File: src/rtl/fp_add_sub_pipe.sv
// Pipelined IEEE-754 adder/subtractor: unpack/align, add, normalise, round/pack.
// Round-to-nearest-even, subnormals flushed to zero, valid/ready flow control.
module fp_add_sub_pipe #(
  parameter int WIDTH  = 32,
  parameter int EXP_W  = 8,
  parameter int MANT_W = WIDTH - EXP_W - 1
) (
  input  logic             clk,
  input  logic             rst_n,
  input  logic             in_valid,
  output logic             in_ready,
  input  logic [WIDTH-1:0] a,
  input  logic [WIDTH-1:0] b,
  input  logic             operation_select,
  output logic             out_valid,
  input  logic             out_ready,
  output logic [WIDTH-1:0] result,
  output logic             flag_invalid,
  output logic             flag_overflow,
  output logic             flag_inexact
);

  localparam int AL_W  = MANT_W + 4;  // hidden, fraction, G, R, S
  localparam int SUM_W = MANT_W + 5;  // plus carry
  localparam int XE_W  = EXP_W + 2;   // two's-complement working exponent
  localparam int LZ_W  = $clog2(AL_W + 1);
  localparam logic [EXP_W-1:0] EXP_ONES  = {EXP_W{1'b1}};
  localparam logic [EXP_W-1:0] SHIFT_MAX = EXP_W'(MANT_W + 3);
  localparam logic [WIDTH-1:0] QNAN = {1'b0, EXP_ONES, 1'b1, {(MANT_W-1){1'b0}}};

  function automatic logic [LZ_W-1:0] lzc(input logic [AL_W-1:0] v);
    logic found;
    lzc   = {LZ_W{1'b0}};
    found = 1'b0;
    for (int i = AL_W - 1; i >= 0; i--) begin
      if (!found) begin
        if (v[i]) found = 1'b1;
        else      lzc   = lzc + LZ_W'(1);
      end
    end
  endfunction

  logic w_advance;
  assign w_advance = !out_valid || out_ready;
  assign in_ready  = w_advance;

  // ---------------- S1: unpack, classify, swap, align ----------------
  logic [EXP_W-1:0]  w_a_exp, w_b_exp, w_l_exp, w_s_exp, w_diff;
  logic              w_a_sign, w_b_sign, w_a_zero, w_b_zero, w_swap, w_lost;
  logic              w_a_nan, w_b_nan, w_a_inf, w_b_inf, w_byp, w_byp_inv;
  logic [MANT_W:0]   w_a_mant, w_b_mant, w_l_mant, w_s_mant;
  logic [WIDTH-2:0]  w_a_mag, w_b_mag;
  logic [AL_W-1:0]   w_ext, w_aligned, w_s_al;
  logic [WIDTH-1:0]  w_byp_res;

  assign w_a_sign = a[WIDTH-1];
  assign w_b_sign = b[WIDTH-1] ^ operation_select;
  assign w_a_exp  = a[WIDTH-2:MANT_W];
  assign w_b_exp  = b[WIDTH-2:MANT_W];
  assign w_a_zero = (w_a_exp == {EXP_W{1'b0}});
  assign w_b_zero = (w_b_exp == {EXP_W{1'b0}});
  assign w_a_nan  = (w_a_exp == EXP_ONES) && (a[MANT_W-1:0] != {MANT_W{1'b0}});
  assign w_b_nan  = (w_b_exp == EXP_ONES) && (b[MANT_W-1:0] != {MANT_W{1'b0}});
  assign w_a_inf  = (w_a_exp == EXP_ONES) && (a[MANT_W-1:0] == {MANT_W{1'b0}});
  assign w_b_inf  = (w_b_exp == EXP_ONES) && (b[MANT_W-1:0] == {MANT_W{1'b0}});
  assign w_a_mant = w_a_zero ? {(MANT_W+1){1'b0}} : {1'b1, a[MANT_W-1:0]};
  assign w_b_mant = w_b_zero ? {(MANT_W+1){1'b0}} : {1'b1, b[MANT_W-1:0]};
  // Subnormals compare as zero so the flushed operand always ends up smaller
  assign w_a_mag  = w_a_zero ? {(WIDTH-1){1'b0}} : a[WIDTH-2:0];
  assign w_b_mag  = w_b_zero ? {(WIDTH-1){1'b0}} : b[WIDTH-2:0];
  assign w_swap   = (w_b_mag > w_a_mag);
  assign w_l_exp  = w_swap ? w_b_exp  : w_a_exp;
  assign w_s_exp  = w_swap ? w_a_exp  : w_b_exp;
  assign w_l_mant = w_swap ? w_b_mant : w_a_mant;
  assign w_s_mant = w_swap ? w_a_mant : w_b_mant;
  assign w_diff   = w_l_exp - w_s_exp;
  assign w_ext    = {w_s_mant, 3'b000};

  assign w_byp     = w_a_nan || w_b_nan || w_a_inf || w_b_inf;
  assign w_byp_inv = w_a_nan || w_b_nan || (w_a_inf && w_b_inf && (w_a_sign != w_b_sign));
  assign w_byp_res = w_byp_inv ? QNAN
                   : {(w_a_inf ? w_a_sign : w_b_sign), EXP_ONES, {MANT_W{1'b0}}};

  // Right-shift the smaller mantissa, folding shifted-out bits into sticky
  always_comb begin
    w_aligned = {AL_W{1'b0}};
    w_lost    = 1'b0;
    if (w_diff >= SHIFT_MAX) begin
      w_aligned = {{(AL_W-1){1'b0}}, |w_s_mant};
      w_lost    = 1'b0;
    end else begin
      w_aligned = w_ext >> w_diff;
      w_lost    = |(w_ext & ~({AL_W{1'b1}} << w_diff));
    end
  end
  assign w_s_al = {w_aligned[AL_W-1:1], w_aligned[0] | w_lost};

  logic              r1_valid, r1_sign, r1_sub, r1_byp, r1_byp_inv;
  logic [EXP_W-1:0]  r1_exp;
  logic [MANT_W:0]   r1_mant_l;
  logic [AL_W-1:0]   r1_mant_s;
  logic [WIDTH-1:0]  r1_byp_res;

  // ---------------- S2: magnitude add/subtract ----------------
  logic [SUM_W-1:0]  w_sum;
  assign w_sum = r1_sub ? ({1'b0, r1_mant_l, 3'b000} - {1'b0, r1_mant_s})
                        : ({1'b0, r1_mant_l, 3'b000} + {1'b0, r1_mant_s});

  logic              r2_valid, r2_sign, r2_byp, r2_byp_inv;
  logic [EXP_W-1:0]  r2_exp;
  logic [SUM_W-1:0]  r2_sum;
  logic [WIDTH-1:0]  r2_byp_res;

  // ---------------- S3a: normalise ----------------
  logic [LZ_W-1:0]   w_lz;
  logic [AL_W-1:0]   w_norm;
  logic [XE_W-1:0]   w_nexp;
  assign w_lz = lzc(r2_sum[AL_W-1:0]);

  // Carry-out shifts right keeping sticky; otherwise shift out leading zeros
  always_comb begin
    w_norm = {AL_W{1'b0}};
    w_nexp = {XE_W{1'b0}};
    if (r2_sum[SUM_W-1]) begin
      w_norm = {r2_sum[SUM_W-1:2], r2_sum[1] | r2_sum[0]};
      w_nexp = {2'b00, r2_exp} + XE_W'(1);
    end else begin
      w_norm = r2_sum[AL_W-1:0] << w_lz;
      w_nexp = {2'b00, r2_exp} - XE_W'(w_lz);
    end
  end

  logic              r3_valid, r3_sign, r3_zero, r3_byp, r3_byp_inv;
  logic [XE_W-1:0]   r3_exp;
  logic [AL_W-1:0]   r3_norm;
  logic [WIDTH-1:0]  r3_byp_res;

  // ---------------- S3b: round and pack ----------------
  logic              w_rnd_up, w_grs, w_ovf_cond, w_unf_cond;
  logic [MANT_W+1:0] w_rmant;
  logic [XE_W-1:0]   w_rexp;
  logic [MANT_W-1:0] w_rfrac;
  logic [WIDTH-1:0]  w_res;
  logic              w_inv, w_ovf, w_inx;

  assign w_grs      = |r3_norm[2:0];
  assign w_rnd_up   = r3_norm[2] && (r3_norm[1] || r3_norm[0] || r3_norm[3]);
  assign w_rmant    = {1'b0, r3_norm[AL_W-1:3]} + {{(MANT_W+1){1'b0}}, w_rnd_up};
  assign w_rexp     = r3_exp + {{(XE_W-1){1'b0}}, w_rmant[MANT_W+1]};
  assign w_rfrac    = w_rmant[MANT_W+1] ? w_rmant[MANT_W:1] : w_rmant[MANT_W-1:0];
  assign w_ovf_cond = !w_rexp[XE_W-1] && (w_rexp[XE_W-2:0] >= {1'b0, EXP_ONES});
  assign w_unf_cond = w_rexp[XE_W-1] || (w_rexp == {XE_W{1'b0}});

  // Final result selection: bypass, exact zero, overflow, underflow, normal
  always_comb begin
    w_res = {WIDTH{1'b0}};
    w_inv = 1'b0;
    w_ovf = 1'b0;
    w_inx = 1'b0;
    if (r3_byp) begin
      w_res = r3_byp_res;
      w_inv = r3_byp_inv;
    end else if (r3_zero) begin
      w_res = {r3_sign, {(WIDTH-1){1'b0}}};
    end else if (w_ovf_cond) begin
      w_res = {r3_sign, EXP_ONES, {MANT_W{1'b0}}};
      w_ovf = 1'b1;
      w_inx = 1'b1;
    end else if (w_unf_cond) begin
      w_res = {r3_sign, {(WIDTH-1){1'b0}}};
      w_inx = 1'b1;
    end else begin
      w_res = {r3_sign, w_rexp[EXP_W-1:0], w_rfrac};
      w_inx = w_grs;
    end
  end

  logic             r_out_valid, r_inv, r_ovf, r_inx;
  logic [WIDTH-1:0] r_result;

  // Valid bits and output registers: the only reset state in the pipe
  always_ff @(posedge clk or negedge rst_n) begin
    if (!rst_n) begin
      r1_valid    <= 1'b0;
      r2_valid    <= 1'b0;
      r3_valid    <= 1'b0;
      r_out_valid <= 1'b0;
      r_result    <= {WIDTH{1'b0}};
      r_inv       <= 1'b0;
      r_ovf       <= 1'b0;
      r_inx       <= 1'b0;
    end else if (w_advance) begin
      r1_valid    <= in_valid;
      r2_valid    <= r1_valid;
      r3_valid    <= r2_valid;
      r_out_valid <= r3_valid;
      r_result    <= w_res;
      r_inv       <= w_inv;
      r_ovf       <= w_ovf;
      r_inx       <= w_inx;
    end
  end

  // Datapath stage registers, all advancing together
  always_ff @(posedge clk) begin
    if (w_advance) begin
      r1_sign    <= w_swap ? w_b_sign : w_a_sign;
      r1_sub     <= w_a_sign ^ w_b_sign;
      r1_exp     <= w_l_exp;
      r1_mant_l  <= w_l_mant;
      r1_mant_s  <= w_s_al;
      r1_byp     <= w_byp;
      r1_byp_inv <= w_byp_inv;
      r1_byp_res <= w_byp_res;
      // An exact cancellation is +0; a same-sign zero sum keeps its sign
      r2_sign    <= (r1_sub && (w_sum == {SUM_W{1'b0}})) ? 1'b0 : r1_sign;
      r2_exp     <= r1_exp;
      r2_sum     <= w_sum;
      r2_byp     <= r1_byp;
      r2_byp_inv <= r1_byp_inv;
      r2_byp_res <= r1_byp_res;
      r3_sign    <= r2_sign;
      r3_zero    <= (r2_sum == {SUM_W{1'b0}});
      r3_exp     <= w_nexp;
      r3_norm    <= w_norm;
      r3_byp     <= r2_byp;
      r3_byp_inv <= r2_byp_inv;
      r3_byp_res <= r2_byp_res;
    end
  end

  assign out_valid     = r_out_valid;
  assign result        = r_result;
  assign flag_invalid  = r_inv;
  assign flag_overflow = r_ovf;
  assign flag_inexact  = r_inx;

endmodule

File: config.mk
export PLATFORM = sky130hd
export DESIGN_NAME = fp_add_sub_pipe
export DESIGN_NICKNAME = d
export VERILOG_FILES = /design/src/rtl/fp_add_sub_pipe.sv
export SDC_FILE = /design/constraint.sdc
export NUM_CORES = 1
export LEC_CHECK = 0
export BUFFER_PORTS_ARGS = -buffer_cell sky130_fd_sc_hd__buf_4
export CAP_MARGIN = 20
export CORE_ASPECT_RATIO = 1.5
export CORE_MARGIN = 2
export CORE_UTILIZATION = 35
export CTS_CLUSTER_SIZE = 24
export DETAILED_ROUTE_END_ITERATION = 10
export PLACE_DENSITY = 0.65
export SLEW_MARGIN = 40
export SYNTH_ARGS = -nofsm -noshare
export SYNTH_HDL_FRONTEND = slang
export SYNTH_SLANG_ARGS = --single-unit
File: constraint.sdc
create_clock -name clk -period 17.1 [get_ports clk]
set_clock_uncertainty 0.1 [all_clocks]
set_input_delay 1.71 -clock clk [delete_from_list [all_inputs] [get_ports clk]]
set_output_delay 1.71 -clock clk [all_outputs]
set_load 0.005 [all_outputs]
After elaboration in Yosys (flattened, before gate mapping)
Cells that the tools add are included.
{"block": "word_totals", "output_inout_bits": 37, "register_bits": 278, "word_cells": 244}
{"block": "classes", "mux": 133, "n_eq_ne": 3, "n_addsub": 33, "n_reduce_logical": 31, "shifts": 3, "bitwise": 6, "order_cmp": 3}
{"operator": "$mux 5", "n": 52}
{"operator": "$mux 31", "n": 5}
{"operator": "$add 5x1->5 const B", "n": 26}
{"operator": "$mux 24", "n": 4}
{"operator": "$mux 1", "n": 64}
{"operator": "$logic_not 28->1", "n": 2}
{"operator": "$logic_not 23->1", "n": 2}
{"operator": "$mux 23", "n": 2}
{"operator": "$reduce_bool 23->1", "n": 2}
{"operator": "$mux 32", "n": 1}
{"operator": "$gt 31x31->1", "n": 1}
{"operator": "$add 27x27->28", "n": 1}
{"operator": "$mux 28", "n": 1}
{"operator": "$sub 27x27->28", "n": 1}
{"operator": "$and 27x27->27", "n": 1}
{"operator": "$not 27->27", "n": 1}
{"operator": "$reduce_or 27->1", "n": 1}
{"operator": "$shl 27x5->27", "n": 1}
{"operator": "$shl 27x8->27 const A", "n": 1}
{"operator": "$shr 27x8->27", "n": 1}
{"operator": "$mux 26", "n": 1}
{"operator": "$add 24x1->25", "n": 1}
{"operator": "$reduce_or 24->1", "n": 1}
{"operator": "$eq 8x8->1 const B", "n": 2}
{"operator": "17 further kinds", "n": 37}

Longest topological paths before layout
Gate-level depths: netlist of run 1.
{"block": "depth", "depth_word": 81, "ltp_mapped": 96, "depth_no_buf": 94}

Least setup slack after synthesis of run 1
Ideal clock, no wire load.
{"block": "synth_path", "path_kind": "register -> register", "startpoint": "register r2_sum[26]", "endpoint": "register r3_exp[6] (data pin)", "period_less_slack_ns": 16.779, "setup_slack_ns": 0.321, "setup_ns": 0.259, "t_arrival_ns": 16.420, "n_path_buf": 2, "stages_incl_launch_ff": 96, "cell_sequence": "edfxtp_1 -> nor2_1 -> ha_1 -> o21a_1 -> ha_1 -> mux2_2 -> o21ai_0 -> inv_1 -> ha_1 -> nand2_1 -> o21ai_0 -> ha_1 -> nor2_1 -> nor2_1 -> ha_1 -> o21bai_1 -> a21oi_1 -> ha_1 -> (+60 left out) -> ha_1 -> mux2i_1 -> a21oi_1 -> ha_1 -> nand2_1 -> xnor2_1 -> nor2_1 -> xnor2_1 -> inv_1 -> buf_2 -> clkbuf_1 -> ha_1 -> a21o_1 -> a21oi_1 -> o21bai_1 -> nor3_1 -> a41oi_1 -> xnor2_1"}
{"block": "synth_between", "elab_chain_cells": 81}
{"item": "from (decl)", "line": "111", "text": "logic [SUM_W-1:0] r2_sum;"}
{"item": "from (signal assigned)", "line": "218", "text": "r2_sum <= w_sum;"}
{"item": "$mux 1", "line": "37", "text": "if (v[i]) found = 1'b1;"}
{"item": "$add 5x1->5", "line": "38", "text": "else lzc = lzc + LZ_W'(1);"}
{"item": "$mux 5", "line": "37"}
{"item": "$mux 5", "line": "36", "text": "if (!found) begin"}
{"item": "$add 5x1->5", "line": "38"}
{"item": "$mux 5", "line": "37"}
{"item": "$mux 5", "line": "36"}
{"item": "$add 5x1->5", "line": "38"}
{"item": "(+66 left out)"}
{"item": "$mux 5", "line": "37"}
{"item": "$mux 5", "line": "36"}
{"item": "$add 5x1->5", "line": "38"}
{"item": "$mux 5", "line": "37"}
{"item": "$mux 5 (*)", "line": "36"}
{"item": "$sub 8x5->9 (*)", "line": "129", "text": "w_nexp = {2'b00, r2_exp} - XE_W'(w_lz);"}
{"item": "$mux 10 (*)", "line": "124", "text": "if (r2_sum[SUM_W-1]) begin"}
{"item": "named net w_nexp[6]", "line": "117", "text": "logic [XE_W-1:0] w_nexp;"}
{"item": "to (signal assigned)", "line": "224", "text": "r3_exp <= w_nexp;"}
{"item": "to (decl)", "line": "134", "text": "logic [XE_W-1:0] r3_exp;"}
Mark *: on every way through the listed nets, which the timed path passes. The rest lies on a longest branch.
A chain may end at the register's enable or synchronous reset.

Final worst setup path of run 1
{"block": "layout_path", "startpoint": "register r2_sum[25]", "endpoint": "register r3_exp[6] (data pin)"}
{"block": "layout_between", "elab_chain_cells": 79}
{"item": "$mux 5", "line": "37"}
{"item": "$mux 5", "line": "36"}
{"item": "$add 5x1->5", "line": "38"}
{"item": "$mux 5", "line": "37"}
{"item": "$mux 5", "line": "36"}
{"item": "$add 5x1->5", "line": "38"}
{"item": "$mux 5", "line": "37"}
{"item": "$mux 5", "line": "36"}
{"item": "(+64 left out)"}
{"item": "$mux 5", "line": "37"}
{"item": "$mux 5", "line": "36"}
{"item": "$add 5x1->5", "line": "38"}
{"item": "$mux 5", "line": "37"}
{"item": "$mux 5 (*)", "line": "36"}
{"item": "$sub 8x5->9 (*)", "line": "129"}
{"item": "$mux 10 (*)", "line": "124"}
{"item": "named net w_nexp[6]", "line": "117"}
Marks and branches as above.

==> flow_summary.ini, run 1 <==
[status]
status = finished clean

[critical_path]
cp_common_cell = ha_1
crit_type = flop to flop
r2r_cells = 93
crit_arrival_ns = 16.95
reg2reg_from = r2_sum[25]$_DFFE_PP_
r2r_end = r3_exp[6]$_DFFE_PP_
r2r_setup_slack_ns = 0.26
start_kind = flop
slowest_stage = edfxtp_1
slowest_delay_ns = 0.46
critical_path_peak_fanout = 4
cp-end-kind = flop
cp.required_ns = 17.21

[pwr]
power_leakage_uw = 0.00861
powerDensity_nw_per_um2 = 163
max-vdd-ir-drop_uv = 75.9

[synthesis]
avgSynthCellArea_sq_um = 7.92
synth_top_area_share = 0.242
yosys.area.top_type = edfxtp_1
synth.distinct_cells = 94
synth_cells = 2289
ys.flop_type = edfxtp_1
synth_area_leaders = edfxtp_1, ha_1, mux2i_1
yosysSeqAreaShare = 0.296
syn_area_sq_um = 18100
synth_nets = 2476
synth_edf_count = 146
synth-seq-cells = 185
ys_warn_count = 0
synth.most_common_cell = nor2_1
synth_commonest_cells = nor2_1, nand2_1, o21ai_0
synth-async-reset-ratio = 0.211

[clock_tree]
cts_tree = done
clk-insertion-delay-late_ns = 0.46
clock-root-buffer = clkbuf_16
numCtsBuffers = 17
clk_pin_slew_worst_paths_ns = 0.08
cts.path.max_buffers = 2
cts.sinks = 185
cts_max_level = 4

[routing]
drc = 0
via_count = 17326
first_iter_violations = 1172
wirelength_um = 54200
wl_per_cell_um = 17.9
final_antenna_net_count = 0
firstDrtPassIters = 5
vias_per_cell = 5.70

[finish]
antenna_cells = 0
drive_gt1_frac = 0.148
final_nets = 2536
seq_area_sq_um = 5360
area_delta_synth_final_pct = 15.4
multiInputGateArea_sq_um = 12300
fill_cells = 5170

[timing]
rsz0062_at_grt = yes
setup_ws_ns = 0.255
tightest_slew_ns = 0.799
setup-violations-final = 0
drv_slew = 0
min_period_ns = 16.84
finalHoldViolCount = 0
period_share = 0.985
slew_headroom = 0.468
fin_setup_tns_ns = 0
max_freq_ghz = 0.0594

[die]
die_x_um = 190
coreArea_sq_um = 51400
die_y_um = 283
die_area_sq_um = 53700
start_util = 0.352
io_pins = 106
num_rows = 102

[hold_path]
hp-class = flop to flop
holdPathStages = 0
min-delay-start = r1_exp[3]$_DFFE_PP_
min_to = r2_exp[3]$_DFFE_PP_

[placement]
place_ws_ns = -0.570
place_hpwl_um = 41900
port_buffers = 105
gp_congestion = 0.940

[grt]
grt_max_degree = 95
grt_usage = 0.196
grt_pass1_vias = 16798
grt.overflow.total = 0
grt_antenna_before_repair = 0
grt_pass1_wl_um = 85300

[run]
drv_cap = 0
-- worst max path at each step --
stage	start	endpoint	slack, ns	cells past startpoint
after floorplan	r2_sum[26]$_DFFE_PP_	r3_exp[6]$_DFFE_PP_	0.32	95
after global placement	r2_sum[26]$_DFFE_PP_	r3_exp[6]$_DFFE_PP_	0.11	90
after detailed placement	r2_sum[26]$_DFFE_PP_	r3_exp[6]$_DFFE_PP_	-0.57	90
after CTS	r2_sum[25]$_DFFE_PP_	r3_exp[6]$_DFFE_PP_	0.02	91
after global routing	r2_sum[25]$_DFFE_PP_	r3_exp[6]$_DFFE_PP_	-0.65	90
final	r2_sum[25]$_DFFE_PP_	r3_exp[6]$_DFFE_PP_	0.26	93
-- per-layer routing --
metal / global-route usage / wire [um] / vias up
met2: 0.376 / 28600 / 579
met4: 0.111 / 2940 / 0
met3: 0.0181 / 1870 / 181
met1: 0.208 / 20800 / 8188
met5: 0 / 0 / -
li1: - / - / 8378
-- through the flow --
| stage | total power [uW] | area (sq um) | std cells | hold slack (ns) | util |
|---|---|---|---|---|---|
| floorplan | 2180 | 18100 | 2289 | 0.300 | - |
| global placement | 2690 | 19600 | 2968 | 0.305 | 0.380 |
| detailed placement | 2740 | 19600 | 2969 | 0.310 | 0.381 |
| CTS | 3180 | 20300 | 3013 | 0.329 | 0.395 |
| global route | 3650 | 20900 | 3038 | 0.335 | 0.407 |
| finish | 3400 | 20900 | 3038 | 0.328 | 0.407 |
-- area by class of cell --
class	instances	area share
clock buffers	17	0.0203
clock inverters	15	0.00729
inverters	117	0.0215
multi-input cells	1850	0.588
flip-flops and latches	185	0.256
well taps	676	0.0404
repair buffers	178	0.0662
-- registers in the layout (all words and copies together), names as in the netlist, 2 cells and up --
name / count
r1_byp_res: 2
r1_mant_l: 24
r3_norm: 27
result: 32
r2_byp_res: 2
r1_mant_s: 27
r2_sum: 28
r3_exp: 10
r2_exp: 8
r1_exp: 8
r3_byp_res: 2
-- critical path: cells and delay by family (launching register included) --
| family | cells | cell delay (ns) |
|---|---|---|
| mux | 11 | 1.78 |
| flops | 1 | 0.46 |
| xor+xnor | 3 | 0.61 |
| simple gates | 24 | 2.39 |
| buf+inv | 2 | 0.14 |
| fa+ha+maj | 26 | 7.21 |
| compound gates | 27 | 3.90 |
-- report_power, final --
part / total (uW) / switching [uW] / internal [uW]
Clock: 387 / 192 / 194
Combinational: 2050 / 1160 / 886
Sequential: 968 / 225 / 743
-- cells by family (layout without fill, tap and decap cells) --
logic type | count (synthesis) | count (layout) | share of synthesized area
AOI/OAI and AO/OA | 600 | 600 | 0.204
xor gates and xnor gates | 114 | 114 | 0.0598
adders and majority gates | 125 | 125 | 0.0861
buffers and inverters | 254 | 327 | 0.0537
DFF | 185 | 185 | 0.296
muxes | 120 | 120 | 0.0686
and+or+nand+nor | 891 | 891 | 0.232
-- cell usage in the layout, fill, tap and decap left out, types with 10 or more instances in the layout --
master and instances:
o21ai_1 23, mux2i_1 94, o221ai_1 14, nand3_1 77, o22ai_1 11, or3_1 19
nor4_1 27, ha_1 103, clkbuf_16 17, and3_1 21, xor2_1 39, edfxtp_1 146
o21ai_0 158, dfrtp_1 39, nor3_1 56, a21o_1 31, nor2_1 264, nand4_1 27
a21oi_1 164, xnor2_1 62, o211ai_1 20, ha_4 10, inv_1 110, buf_4 174
a211oi_1 28, nand2_1 267, a31oi_1 18, mux2_2 10, nor2b_1 27, nand2b_1 17
o21a_1 11, and2_1 14
-- what timing repair did --
item | CTS | global route
gates cloned | 0 | 1
setup endpoints to repair | 33 | 36
gates resized for setup | 13 | 97
hold buffers | 0 | 0
setup buffers | 12 | 25
pin swaps | 8 | 81
(Power assumes the default switching activity.)
==> run 2, diff against run 1 <==
--- a/config.mk
+++ b/config.mk
@@ -10,9 +10,11 @@
 export CORE_ASPECT_RATIO = 1.5
 export CORE_MARGIN = 2
 export CORE_UTILIZATION = 35
+export CTS_CLUSTER_DIAMETER = 150
 export CTS_CLUSTER_SIZE = 24
 export DETAILED_ROUTE_END_ITERATION = 10
 export PLACE_DENSITY = 0.65
+export REMOVE_ABC_BUFFERS = 1
 export SLEW_MARGIN = 40
 export SYNTH_ARGS = -nofsm -noshare
 export SYNTH_HDL_FRONTEND = slang
==> flow_summary.ini, run 2 (synthesized netlist as in run 1, its figures left out) <==
[status]
status = finished clean

[pwr]
powerDensity_nw_per_um2 = 162
power_leakage_uw = 0.00882
p_sw_uw = 1540
p_clk_frac = 0.117
sw_frac_of_total = 0.449
p_comb_frac = 0.602
max-vdd-ir-drop_uv = 66.6
p_seq_frac = 0.282
power.internal_uw = 1880

[die]
die_x_um = 190
num_rows = 102
io_pins = 106
coreArea_sq_um = 51400
die_y_um = 283
die_area_sq_um = 53700
start_util = 0.352

[placement]
port_buffers = 105
place_hpwl_um = 43200
gp_congestion = 0.948
place_area_sq_um = 19900

[timing]
tightest_slew_ns = 0.830
slew_headroom = 0.442
period_share = 0.991
rsz0062_at_grt = yes
drv_slew = 0
min_period_ns = 16.94
setup-violations-final = 0
max_freq_ghz = 0.0590
finalHoldViolCount = 0

[run]
drv_cap = 0

[critical_path]
critPathBufInv = 4
slowest_delay_ns = 0.47
cp_common_cell = ha_1
start_kind = flop
critical_path_peak_fanout = 3
slowest_stage = mux4_2
cp-end-kind = flop
cp_top_family = adder cells
crit_type = flop to flop
cp.required_ns = 17.20
crit_arrival_ns = 17.04

[routing]
firstDrtPassIters = 6
vias_per_cell = 5.58
final_antenna_net_count = 0
wl_per_cell_um = 17.8
via_count = 17161
drc = 0
wirelength_um = 54900
first_iter_violations = 1118

[clock_tree]
cts_hold_buf = 0
numCtsBuffers = 17
cts_max_level = 4
clk-insertion-delay-late_ns = 0.45
cts_tree = done
clock-root-buffer = clkbuf_16
cts.sinks = 185
clk_pin_slew_worst_paths_ns = 0.07
cts.path.max_buffers = 2

[finish]
final_util = 0.412
largest_reg_flops = 32
final_cell_mix = nand2_1, nor2_1, buf_4
fill_cells = 5184
final_common_cell = nand2_1
drive_gt1_frac = 0.155
area_delta_synth_final_pct = 16.9
multiInputGateArea_sq_um = 12200
seq_area_sq_um = 5360
design_area_sq_um = 21200
antenna_cells = 0
final_nets = 2574

[grt]
grt_max_degree = 87
grt_pass1_wl_um = 85600
grt_pass1_vias = 16479
grt_usage = 0.199
grt.overflow.total = 0
grt_antenna_before_repair = 0

[hold_path]
hp-class = flop to flop
run 2: cell types whose count changed in the layout (fill, tap and decap cells not counted), moves of 5 or more:
cell	before	now
mux2i_1	94	100
buf_6	1	9
o21ai_1	23	18
o21ai_0	158	165
buf_4	174	202
mux2i_2	8	3
run 2: worst paths after layout:
kind	from	cells after the start	slack, ns	end
max in group asynchronous	rst_n	1	15.45	result[15]$_DFFE_PN0P_
hold reg to reg	r1_byp_res[31]$_SDFFCE_PP0P_	0	0.32	r2_byp_res[31]$_DFFE_PP_
hold / removal	r1_byp_res[31]$_SDFFCE_PP0P_	0	0.32	r2_byp_res[31]$_DFFE_PP_
min in group asynchronous	rst_n	1	1.12	out_valid$_DFFE_PN0P_
setup / recovery	r2_sum[25]$_DFFE_PP_	92	0.16	r3_exp[6]$_DFFE_PP_
setup reg to reg	r2_sum[25]$_DFFE_PP_	92	0.16	r3_exp[6]$_DFFE_PP_
run 2: metal layers:
metal,wire length [um],up-vias,track usage
li1,-,8463,-
met1,20600,8105,0.209
met2,29600,468,0.386
met3,1870,125,0.0205
met4,2820,0,0.103
met5,0,-,0
run 2: area by class of cell:
class / instances / share of cell area
multi-input cells: 1850 / 0.577
flip-flops and latches: 185 / 0.253
repair buffers: 216 / 0.0808
well taps: 676 / 0.0399
clock buffers: 21 / 0.0213
inverters: 117 / 0.0212
clock inverters: 11 / 0.00638
run 2: repair_timing:
action,CTS,global route
endpoints found under the setup margin,29,36
gates cloned,0,1
buffers inserted,6,23
pin swaps,10,70
gates resized for setup,11,84
run 2: worst register-to-register path: cells and delay by family (launching register included):
| family | cells | cell delay (ns) |
|---|---|---|
| xor+xnor | 3 | 0.55 |
| buf+inv | 4 | 0.30 |
| fa+ha+maj | 25 | 6.95 |
| simple gates | 24 | 2.42 |
| flops | 1 | 0.43 |
| compound gates | 25 | 3.63 |
| mux | 11 | 2.29 |
run 2: through the flow:
stage | instances | power (uW) | setup WS (ns) | TNS [ns] | hold WS (ns)
2_1_floorplan | 2152 | 2160 | -1.23 | -22.40 | 0.300
3_3_place_gp | 3014 | 2790 | 0.147 | 0 | 0.305
3_5_place_dp | 3015 | 2830 | -0.386 | -2.63 | 0.311
4_1_cts | 3053 | 3260 | 0.0139 | 0 | 0.328
5_1_grt | 3076 | 3690 | -0.582 | -14.12 | 0.345
6_report | 3076 | 3420 | 0.161 | 0 | 0.324
run 2: power by group through the flow:
stage               clock, uW  sequential (uW)  combinational, uW
CTS                       406              957               1900
global route              424              987               2280
finish                    399              964               2060
global placement            0              961               1830
floorplan                   0              914               1240
detailed placement          0              965               1870
